[config.mk]
export PLATFORM = sky130hd
export DESIGN_NAME = event_rx_decoder_flat
export DESIGN_NICKNAME = d
export VERILOG_FILES = /design/src/rtl/event_rx_decoder_if.sv /design/src/rtl/event_rx_decoder.sv /design/src/flat_wrapper.sv
export SDC_FILE = /design/constraint.sdc
export NUM_CORES = 1
export LEC_CHECK = 0
export CELL_PAD_IN_SITES_DETAIL_PLACEMENT = 2
export CELL_PAD_IN_SITES_GLOBAL_PLACEMENT = 2
export CORE_MARGIN = 2
export CORE_UTILIZATION = 41
export CTS_BUF_LIST = sky130_fd_sc_hd__clkbuf_4 sky130_fd_sc_hd__clkbuf_8
export DETAILED_ROUTE_END_ITERATION = 10
export HOLD_SLACK_MARGIN = 0.08
export PLACE_DENSITY_LB_ADDON = 0.1
export REMOVE_ABC_BUFFERS = 1
export SYNTH_ARGS = -nofsm -noshare
export SYNTH_HDL_FRONTEND = slang
export SYNTH_SLANG_ARGS = --single-unit
[constraint.sdc]
create_clock -name clk_i -period 4.2 [get_ports clk_i]
set_input_delay 0.84 -clock clk_i [delete_from_list [all_inputs] [get_ports clk_i]]
set_output_delay 0.84 -clock clk_i [all_outputs]
set_load 0.02 [all_outputs]
[src/rtl/event_rx_decoder_if.sv]
`default_nettype none
// event_rx_decoder_if -- event word input, decoded-event stream and group/status bundle.
// Revision 1.0

interface event_rx_decoder_if #(
   parameter int ROW_W    = 4,
   parameter int COL_W    = 4,
   parameter int POLARITY = 2,
   parameter int WIDTH    = ROW_W + COL_W + POLARITY,
   parameter int CNT_W    = 8
);
   logic [WIDTH-1:0] data_in_i;
   logic             data_valid_i;
   logic             grp_release_i;
   logic             evt_valid_o;
   logic             evt_ready_i;
   logic [ROW_W-1:0] evt_row_o;
   logic [COL_W-1:0] evt_col_o;
   logic             evt_pol_o;
   logic             evt_last_o;
   logic             grp_done_o;
   logic [CNT_W-1:0] grp_on_cnt_o;
   logic [CNT_W-1:0] grp_off_cnt_o;
   logic             overflow_o;
   logic [CNT_W-1:0] drop_cnt_o;
   logic [CNT_W-1:0] err_cnt_o;
   logic             clear_i;

   modport slave (
      input  data_in_i, data_valid_i, grp_release_i, evt_ready_i, clear_i,
      output evt_valid_o, evt_row_o, evt_col_o, evt_pol_o, evt_last_o,
      output grp_done_o, grp_on_cnt_o, grp_off_cnt_o, overflow_o, drop_cnt_o, err_cnt_o
   );

   modport master (
      output data_in_i, data_valid_i, grp_release_i, evt_ready_i, clear_i,
      input  evt_valid_o, evt_row_o, evt_col_o, evt_pol_o, evt_last_o,
      input  grp_done_o, grp_on_cnt_o, grp_off_cnt_o, overflow_o, drop_cnt_o, err_cnt_o
   );
endinterface

`default_nettype wire

[src/rtl/event_rx_decoder.sv]
`default_nettype none
// event_rx_decoder -- decodes arbiter event words into a show-ahead FIFO and keeps
// per-group ON/OFF counts plus drop/error statistics. Revision 1.0

module event_rx_decoder #(
   parameter int ROW_W    = 4,
   parameter int COL_W    = 4,
   parameter int POLARITY = 2,
   parameter int WIDTH    = ROW_W + COL_W + POLARITY,
   parameter int DEPTH    = 8,
   parameter int CNT_W    = 8
) (
   input wire logic        clk_i,
   input wire logic        reset_i,
   event_rx_decoder_if.slave bus
);

   localparam int               AW       = $clog2(DEPTH);
   localparam logic [AW:0]      FULL_OCC = (AW+1)'(DEPTH);
   localparam logic [AW-1:0]    IDX_ONE  = AW'(1);
   localparam logic [CNT_W-1:0] CNT_MAX  = '1;
   localparam logic [CNT_W-1:0] CNT_ONE  = CNT_W'(1);

   typedef enum logic [0:0] {
      IDLE   = 1'b0,
      ACTIVE = 1'b1
   } state_t;

   typedef struct packed {
      logic [ROW_W-1:0] row;
      logic [COL_W-1:0] col;
      logic             pol;
   } entry_t;

   function automatic logic [CNT_W-1:0] sat_inc(input logic [CNT_W-1:0] v);
      return (v == CNT_MAX) ? v : v + CNT_ONE;
   endfunction

   // Input decode
   logic [ROW_W-1:0]    in_row;
   logic [COL_W-1:0]    in_col;
   logic [POLARITY-1:0] in_pol;
   logic                is_on;
   logic                is_off;
   logic                ev_ok;
   logic                ev_err;

   assign in_row = bus.data_in_i[WIDTH-1 -: ROW_W];
   assign in_col = bus.data_in_i[POLARITY +: COL_W];
   assign in_pol = bus.data_in_i[POLARITY-1:0];
   assign is_on  = (in_pol == POLARITY'(1));
   assign is_off = (in_pol == POLARITY'(2));
   assign ev_ok  = bus.data_valid_i & (is_on | is_off);
   assign ev_err = bus.data_valid_i & ~(is_on | is_off);

   // Group FSM
   state_t state;
   state_t state_nxt;
   logic   grp_close;

   always_ff @(posedge clk_i or negedge reset_i) begin
      if (!reset_i) begin
         state <= IDLE;
      end else begin
         state <= state_nxt;
      end
   end

   always_comb begin
      state_nxt = state;
      grp_close = 1'b0;
      case (state)
         IDLE: begin
            if (ev_ok) begin
               state_nxt = ACTIVE;
            end
         end
         ACTIVE: begin
            if (bus.grp_release_i) begin
               grp_close = 1'b1;
               state_nxt = IDLE;
            end
         end
         default: state_nxt = IDLE;
      endcase
   end

   // Show-ahead FIFO; pointers carry one extra bit to tell full from empty
   entry_t            mem [DEPTH];
   logic [DEPTH-1:0]  last_q;
   logic [AW:0]       wr_ptr;
   logic [AW:0]       rd_ptr;
   logic [AW:0]       occ;
   logic [AW-1:0]     wr_idx;
   logic [AW-1:0]     rd_idx;
   logic [AW-1:0]     newest_idx;
   logic              empty;
   logic              full;
   logic              pop;
   logic              push;
   logic              ev_drop;
   logic              tag_prev;

   assign occ        = wr_ptr - rd_ptr;
   assign wr_idx     = wr_ptr[AW-1:0];
   assign rd_idx     = rd_ptr[AW-1:0];
   assign newest_idx = wr_idx - IDX_ONE;
   assign empty      = (occ == '0);
   assign full       = (occ == FULL_OCC);
   assign pop        = ~empty & bus.evt_ready_i;
   assign push       = ev_ok & (~full | pop);
   assign ev_drop    = ev_ok & full & ~pop;
   // A closing group without a stored coincident event tags the newest queued entry
   assign tag_prev   = grp_close & ~push & ~empty;

   always_ff @(posedge clk_i or negedge reset_i) begin
      if (!reset_i) begin
         wr_ptr <= '0;
         rd_ptr <= '0;
      end else begin
         if (push) begin
            wr_ptr <= wr_ptr + 1'b1;
         end
         if (pop) begin
            rd_ptr <= rd_ptr + 1'b1;
         end
      end
   end

   always_ff @(posedge clk_i) begin
      if (push) begin
         mem[wr_idx] <= '{row: in_row, col: in_col, pol: is_on};
      end
   end

   always_ff @(posedge clk_i or negedge reset_i) begin
      if (!reset_i) begin
         last_q <= '0;
      end else if (push) begin
         last_q[wr_idx] <= grp_close;
      end else if (tag_prev) begin
         last_q[newest_idx] <= 1'b1;
      end
   end

   // Stale storage is masked so the outputs read zero whenever nothing is queued
   assign bus.evt_valid_o = ~empty;
   assign bus.evt_row_o   = empty ? '0   : mem[rd_idx].row;
   assign bus.evt_col_o   = empty ? '0   : mem[rd_idx].col;
   assign bus.evt_pol_o   = empty ? 1'b0 : mem[rd_idx].pol;
   assign bus.evt_last_o  = empty ? 1'b0 : last_q[rd_idx];

   // Group and status counters
   logic [CNT_W-1:0] run_on;
   logic [CNT_W-1:0] run_off;
   logic [CNT_W-1:0] on_nxt;
   logic [CNT_W-1:0] off_nxt;
   logic [CNT_W-1:0] grp_on;
   logic [CNT_W-1:0] grp_off;
   logic [CNT_W-1:0] drop_cnt;
   logic [CNT_W-1:0] err_cnt;
   logic             grp_done;
   logic             overflow;

   assign on_nxt  = (ev_ok & is_on)  ? sat_inc(run_on)  : run_on;
   assign off_nxt = (ev_ok & is_off) ? sat_inc(run_off) : run_off;

   always_ff @(posedge clk_i or negedge reset_i) begin
      if (!reset_i) begin
         run_on   <= '0;
         run_off  <= '0;
         grp_on   <= '0;
         grp_off  <= '0;
         grp_done <= 1'b0;
         overflow <= 1'b0;
         drop_cnt <= '0;
         err_cnt  <= '0;
      end else begin
         grp_done <= grp_close;
         if (grp_close) begin
            grp_on  <= on_nxt;
            grp_off <= off_nxt;
            run_on  <= '0;
            run_off <= '0;
         end else begin
            run_on  <= on_nxt;
            run_off <= off_nxt;
         end
         if (bus.clear_i) begin
            overflow <= 1'b0;
            drop_cnt <= '0;
            err_cnt  <= '0;
         end else begin
            if (ev_drop) begin
               overflow <= 1'b1;
               drop_cnt <= sat_inc(drop_cnt);
            end
            if (ev_err) begin
               err_cnt <= sat_inc(err_cnt);
            end
         end
      end
   end

   assign bus.grp_done_o    = grp_done;
   assign bus.grp_on_cnt_o  = grp_on;
   assign bus.grp_off_cnt_o = grp_off;
   assign bus.overflow_o    = overflow;
   assign bus.drop_cnt_o    = drop_cnt;
   assign bus.err_cnt_o     = err_cnt;

endmodule

`default_nettype wire

[src/flat_wrapper.sv]
// flat-port wrapper written by rule: the top's interface ports become plain ports
module event_rx_decoder_flat 
#(
   parameter int ROW_W    = 4,
   parameter int COL_W    = 4,
   parameter int POLARITY = 2,
   parameter int WIDTH    = ROW_W + COL_W + POLARITY,
   parameter int DEPTH    = 8,
   parameter int CNT_W    = 8
)
  (clk_i, reset_i, bus_data_in_i, bus_data_valid_i, bus_grp_release_i, bus_evt_ready_i, bus_clear_i, bus_evt_valid_o, bus_evt_row_o, bus_evt_col_o, bus_evt_pol_o, bus_evt_last_o, bus_grp_done_o, bus_grp_on_cnt_o, bus_grp_off_cnt_o, bus_overflow_o, bus_drop_cnt_o, bus_err_cnt_o);
  event_rx_decoder_if #(.ROW_W(ROW_W), .COL_W(COL_W), .POLARITY(POLARITY), .WIDTH(WIDTH), .CNT_W(CNT_W)) bus_i ();
  input wire logic clk_i;
  input wire logic reset_i;
  input wire logic [$bits(bus_i.data_in_i)-1:0] bus_data_in_i;
  input wire logic [$bits(bus_i.data_valid_i)-1:0] bus_data_valid_i;
  input wire logic [$bits(bus_i.grp_release_i)-1:0] bus_grp_release_i;
  input wire logic [$bits(bus_i.evt_ready_i)-1:0] bus_evt_ready_i;
  input wire logic [$bits(bus_i.clear_i)-1:0] bus_clear_i;
  output wire logic [$bits(bus_i.evt_valid_o)-1:0] bus_evt_valid_o;
  output wire logic [$bits(bus_i.evt_row_o)-1:0] bus_evt_row_o;
  output wire logic [$bits(bus_i.evt_col_o)-1:0] bus_evt_col_o;
  output wire logic [$bits(bus_i.evt_pol_o)-1:0] bus_evt_pol_o;
  output wire logic [$bits(bus_i.evt_last_o)-1:0] bus_evt_last_o;
  output wire logic [$bits(bus_i.grp_done_o)-1:0] bus_grp_done_o;
  output wire logic [$bits(bus_i.grp_on_cnt_o)-1:0] bus_grp_on_cnt_o;
  output wire logic [$bits(bus_i.grp_off_cnt_o)-1:0] bus_grp_off_cnt_o;
  output wire logic [$bits(bus_i.overflow_o)-1:0] bus_overflow_o;
  output wire logic [$bits(bus_i.drop_cnt_o)-1:0] bus_drop_cnt_o;
  output wire logic [$bits(bus_i.err_cnt_o)-1:0] bus_err_cnt_o;
  assign bus_i.data_in_i = bus_data_in_i;
  assign bus_i.data_valid_i = bus_data_valid_i;
  assign bus_i.grp_release_i = bus_grp_release_i;
  assign bus_i.evt_ready_i = bus_evt_ready_i;
  assign bus_i.clear_i = bus_clear_i;
  assign bus_evt_valid_o = bus_i.evt_valid_o;
  assign bus_evt_row_o = bus_i.evt_row_o;
  assign bus_evt_col_o = bus_i.evt_col_o;
  assign bus_evt_pol_o = bus_i.evt_pol_o;
  assign bus_evt_last_o = bus_i.evt_last_o;
  assign bus_grp_done_o = bus_i.grp_done_o;
  assign bus_grp_on_cnt_o = bus_i.grp_on_cnt_o;
  assign bus_grp_off_cnt_o = bus_i.grp_off_cnt_o;
  assign bus_overflow_o = bus_i.overflow_o;
  assign bus_drop_cnt_o = bus_i.drop_cnt_o;
  assign bus_err_cnt_o = bus_i.err_cnt_o;
  event_rx_decoder #(.ROW_W(ROW_W), .COL_W(COL_W), .POLARITY(POLARITY), .WIDTH(WIDTH), .DEPTH(DEPTH), .CNT_W(CNT_W)) u_core (.clk_i(clk_i), .reset_i(reset_i), .bus(bus_i));
endmodule
==> results <==
[cells in the final DEF (no fill, tap or decap), types with 14 or more instances in the layout]
master,count
edfxtp_1,72
nand2_1,53
clkbuf_8,17
buf_4,17
o21ai_0,24
a21oi_1,15
dfrtp_1,67
inv_1,14
nor2_1,38
mux4_2,20
xor2_1,14
nand3_1,16
clkdlybuf4s50_1,59
[power by group through the flow]
| stage | logic (mW) | registers, mW | clock network (mW) |
|---|---|---|---|
| after global routing | 1.96 | 1.72 | 1.25 |
| after CTS | 1.81 | 1.71 | 1.20 |
| final | 1.79 | 1.71 | 1.17 |
| after floorplan | 0.996 | 1.80 | 0 |
| after detailed placement | 1.79 | 1.73 | 0 |
| after global placement | 1.72 | 1.72 | 0 |
[per-stage QoR]
| stage | hold slack [ps] | cell area (µm²) | instances | util (%) | power [mW] |
|---|---|---|---|---|---|
| floorplan | 464 | 6130 | 459 | - | 2.79 |
| detailed placement | 482 | 7090 | 724 | 47.1 | 3.53 |
| finish | 494 | 7510 | 756 | 49.9 | 4.67 |
| global route | 538 | 7510 | 756 | 49.9 | 4.93 |
| global placement | 467 | 7090 | 724 | 47.1 | 3.44 |
| CTS | 503 | 7510 | 756 | 49.9 | 4.72 |
[how the worst min path moves through the flow]
| stage | from | end | slack, ps | cells past startpoint |
|---|---|---|---|---|
| after floorplan | u_core.wr_ptr[3] | u_core.wr_ptr[3] | 460 | 1 |
| after global placement | u_core.bus.grp_off_cnt_o[1] | u_core.bus.grp_off_cnt_o[1] | 470 | 2 |
| after detailed placement | u_core.bus.grp_off_cnt_o[0] | u_core.bus.grp_off_cnt_o[0] | 480 | 2 |
| after CTS | u_core.bus.grp_off_cnt_o[0] | u_core.bus.grp_off_cnt_o[0] | 500 | 2 |
| after global routing | u_core.bus.grp_on_cnt_o[5] | u_core.bus.grp_on_cnt_o[5] | 540 | 2 |
| final | u_core.bus.grp_off_cnt_o[0] | u_core.bus.grp_off_cnt_o[0] | 490 | 2 |
[flip-flops by register name, summed over array words and instances, names as in the netlist]
signal                    cells
u_core.mem                   72
u_core.bus.drop_cnt_o         8
u_core.bus.err_cnt_o          8
u_core.bus.grp_off_cnt_o      8
u_core.bus.grp_on_cnt_o       8
u_core.last_q                 8
u_core.run_off                8
u_core.run_on                 8
u_core.rd_ptr                 4
u_core.wr_ptr                 4
u_core.bus.grp_done_o         1
u_core.bus.overflow_o         1
u_core.state                  1
[per-layer routing]
| layer | vias to the layer above | global-route usage, % | wire [µm] |
|---|---|---|---|
| li1 | 1930 | - | - |
| met1 | 2205 | 27.2 | 7070 |
| met2 | 79 | 38.4 | 8420 |
| met3 | 29 | 4.69 | 557 |
| met4 | 0 | 9.11 | 433 |
| met5 | - | 0 | 0 |
[final cells by class]
cell class,instances,area share [%]
Clock buffer,18,3.22
Clock inverter,14,2.35
Inverter,14,0.700
Multi-Input combinational cell,306,29.8
Sequential cell,139,51.1
Tap cell,188,3.13
Timing Repair Buffer,77,9.63
[worst min-delay path: stages, from the launching register on]
cell     delay (ps)
dfrtp_1         360
nand2_1          50
o21ai_0          60
[cells by family (layout without fill, tap and decap cells)]
family / count (synthesis) / after routing / share of synthesized area [%]
simple gates: 168 / 168 / 13.3
fa+ha+maj: 12 / 12 / 2.41
flops: 139 / 139 / 61.5
xor+xnor: 26 / 26 / 3.65
buf+inv: 38 / 123 / 2.63
compound gates: 68 / 68 / 7.30
mux: 32 / 32 / 9.24
[what timing repair did]
| action | CTS | global route |
|---|---|---|
| pin swaps | 0 | 1 |
| endpoints found under the hold margin | 0 | 0 |
| buffers inserted | 0 | 0 |
| resized for setup | 1 | 0 |
| gates cloned | 0 | 0 |
| setup endpoints to repair | 7 | 1 |
==> results.sh <==
export IMPL_die_h_um=127
export IMPL_crit_slowest_cell="clkdlybuf4s50_1"
export IMPL_clkPwrFrac_pct=25.0
export IMPL_cts_sinks=139
export IMPL_firstDrtPassIters=4
export IMPL_gp_congestion=0.816
export IMPL_cts_tree="yes"
export IMPL_clock_skew_final_ps=9.52
export IMPL_post_dp_hpwl_mm=11.0
export IMPL_overflow=0
export IMPL_status="finished, final reports clean"
export IMPL_root_buffer="clkbuf_8"
export IMPL_drtIter0Drc=176
export IMPL_wl_per_cell_um=21.8
export IMPL_pre_cts_ws_ps=476
export IMPL_synth_top_area_share_pct=34.6
export IMPL_regArea_mm2=0.00384
export IMPL_async_flop_share_pct=48.2
export IMPL_r2r_start="u_core.wr_ptr[0]"
export IMPL_reg2reg_depth=7
export IMPL_netlist_area_mm2=0.00624
export IMPL_totalWireLength_mm=16.5
export IMPL_cts_made_buffers=17
export IMPL_yosys_top_cells_area="edfxtp_1, dfrtp_1, mux4_2"
export IMPL_nFillCells=1478
export IMPL_critical_path_cell_count=7
export IMPL_grt_max_degree=68
export IMPL_finalSetupTns_ps=0
export IMPL_syn_area_per_cell_um2=12.9
export IMPL_drv_cap=0
export IMPL_worstSetupEndpoint="bus_evt_col_o[2]"
export IMPL_antenna_found_initial=0
export IMPL_drt_antenna_violating_nets=0
export IMPL_setup_viol=0
export IMPL_peakVddDrop_mv=0.247
export IMPL_leakage_nw=2.84
export IMPL_synth_edf_count=72
export IMPL_synth_common_cells="edfxtp_1, dfrtp_1, nand2_1"
export IMPL_worstPathArrival_ps=3170
export IMPL_setup_ws_ps=188
export IMPL_combPwrFrac_pct=38.4
export IMPL_grt_pass1_wl_mm=27.1
export IMPL_ys_ff_latch=139
export IMPL_slew_headroom_pct=39.9
export IMPL_p_sw_share_pct=35.7
export IMPL_reg2reg_to="u_core.bus.drop_cnt_o[0]"
export IMPL_cp_end_kind="primary output"
export IMPL_fmax_mhz=249
export IMPL_vias=4243
export IMPL_crit_buf_inv=2
export IMPL_die_w_um=127
export IMPL_cts_path_max_buffers=2
export IMPL_yosysMostFrequentCell="edfxtp_1"
export IMPL_rsz0062_at_grt="no"
export IMPL_crit_chain="inv_1 > ha_1 > nand3b_1 > and3_4 > o2111a_2 > a21oi_1 > clkdlybuf4s50_1"
export IMPL_synthFlopType="edfxtp_1"
export IMPL_cp_required_ps=3360
export IMPL_grt_usage_pct=22.2
export IMPL_reg2reg_slack_ps=1220
export IMPL_ys_warn_count=0
export IMPL_rows=45
export IMPL_num_io_pins=61
export IMPL_grt_pass1_vias=4833
export IMPL_design_core_area_mm2=0.0150
export IMPL_insertion_delay_ps=460
export IMPL_worst_pin_slew_ps=902
export IMPL_startpoint="u_core.wr_ptr[0]"
export IMPL_cts_hold_buf=0
export IMPL_min_path_type="register to register"
export IMPL_area_growth_pct=20.3
export IMPL_min_period_ps=4010
export IMPL_fin_nets=583
export IMPL_start_kind="register"
export IMPL_cpPeakStageDelay_ps=650
export IMPL_maxSlewViolCount=0
export IMPL_path_class="register to primary output"
export IMPL_multiInputGateArea_mm2=0.00224
export IMPL_hold_viol=0
export IMPL_crit_path_max_fanout=12
export IMPL_htreeDepth=4
export IMPL_yosysSeqAreaShare_pct=61.5
export IMPL_path_clk_slew_ps=80
export IMPL_post_route_period_util_pct=95.5
export IMPL_drive_above_1_share_pct=14.4
export IMPL_portBuffers=60
export IMPL_powerDensity_mw_per_mm2=622
export IMPL_synthCells=483
export IMPL_dieArea_mm2=0.0162
export IMPL_yosysUniqueCellTypes=49
export IMPL_n_antenna_cell=0
export IMPL_start_util_pct=41.5
export IMPL_seq_power_share_pct=36.6
export IMPL_yosysTopAreaCell="edfxtp_1"
export IMPL_vias_per_cell=5.61
export IMPL_drc=0
export IMPL_crit_family="buffers and inverters"
export IMPL_p_int_mw=3.00
export IMPL_switchingPower_mw=1.67
(Power assumes the default switching activity.)
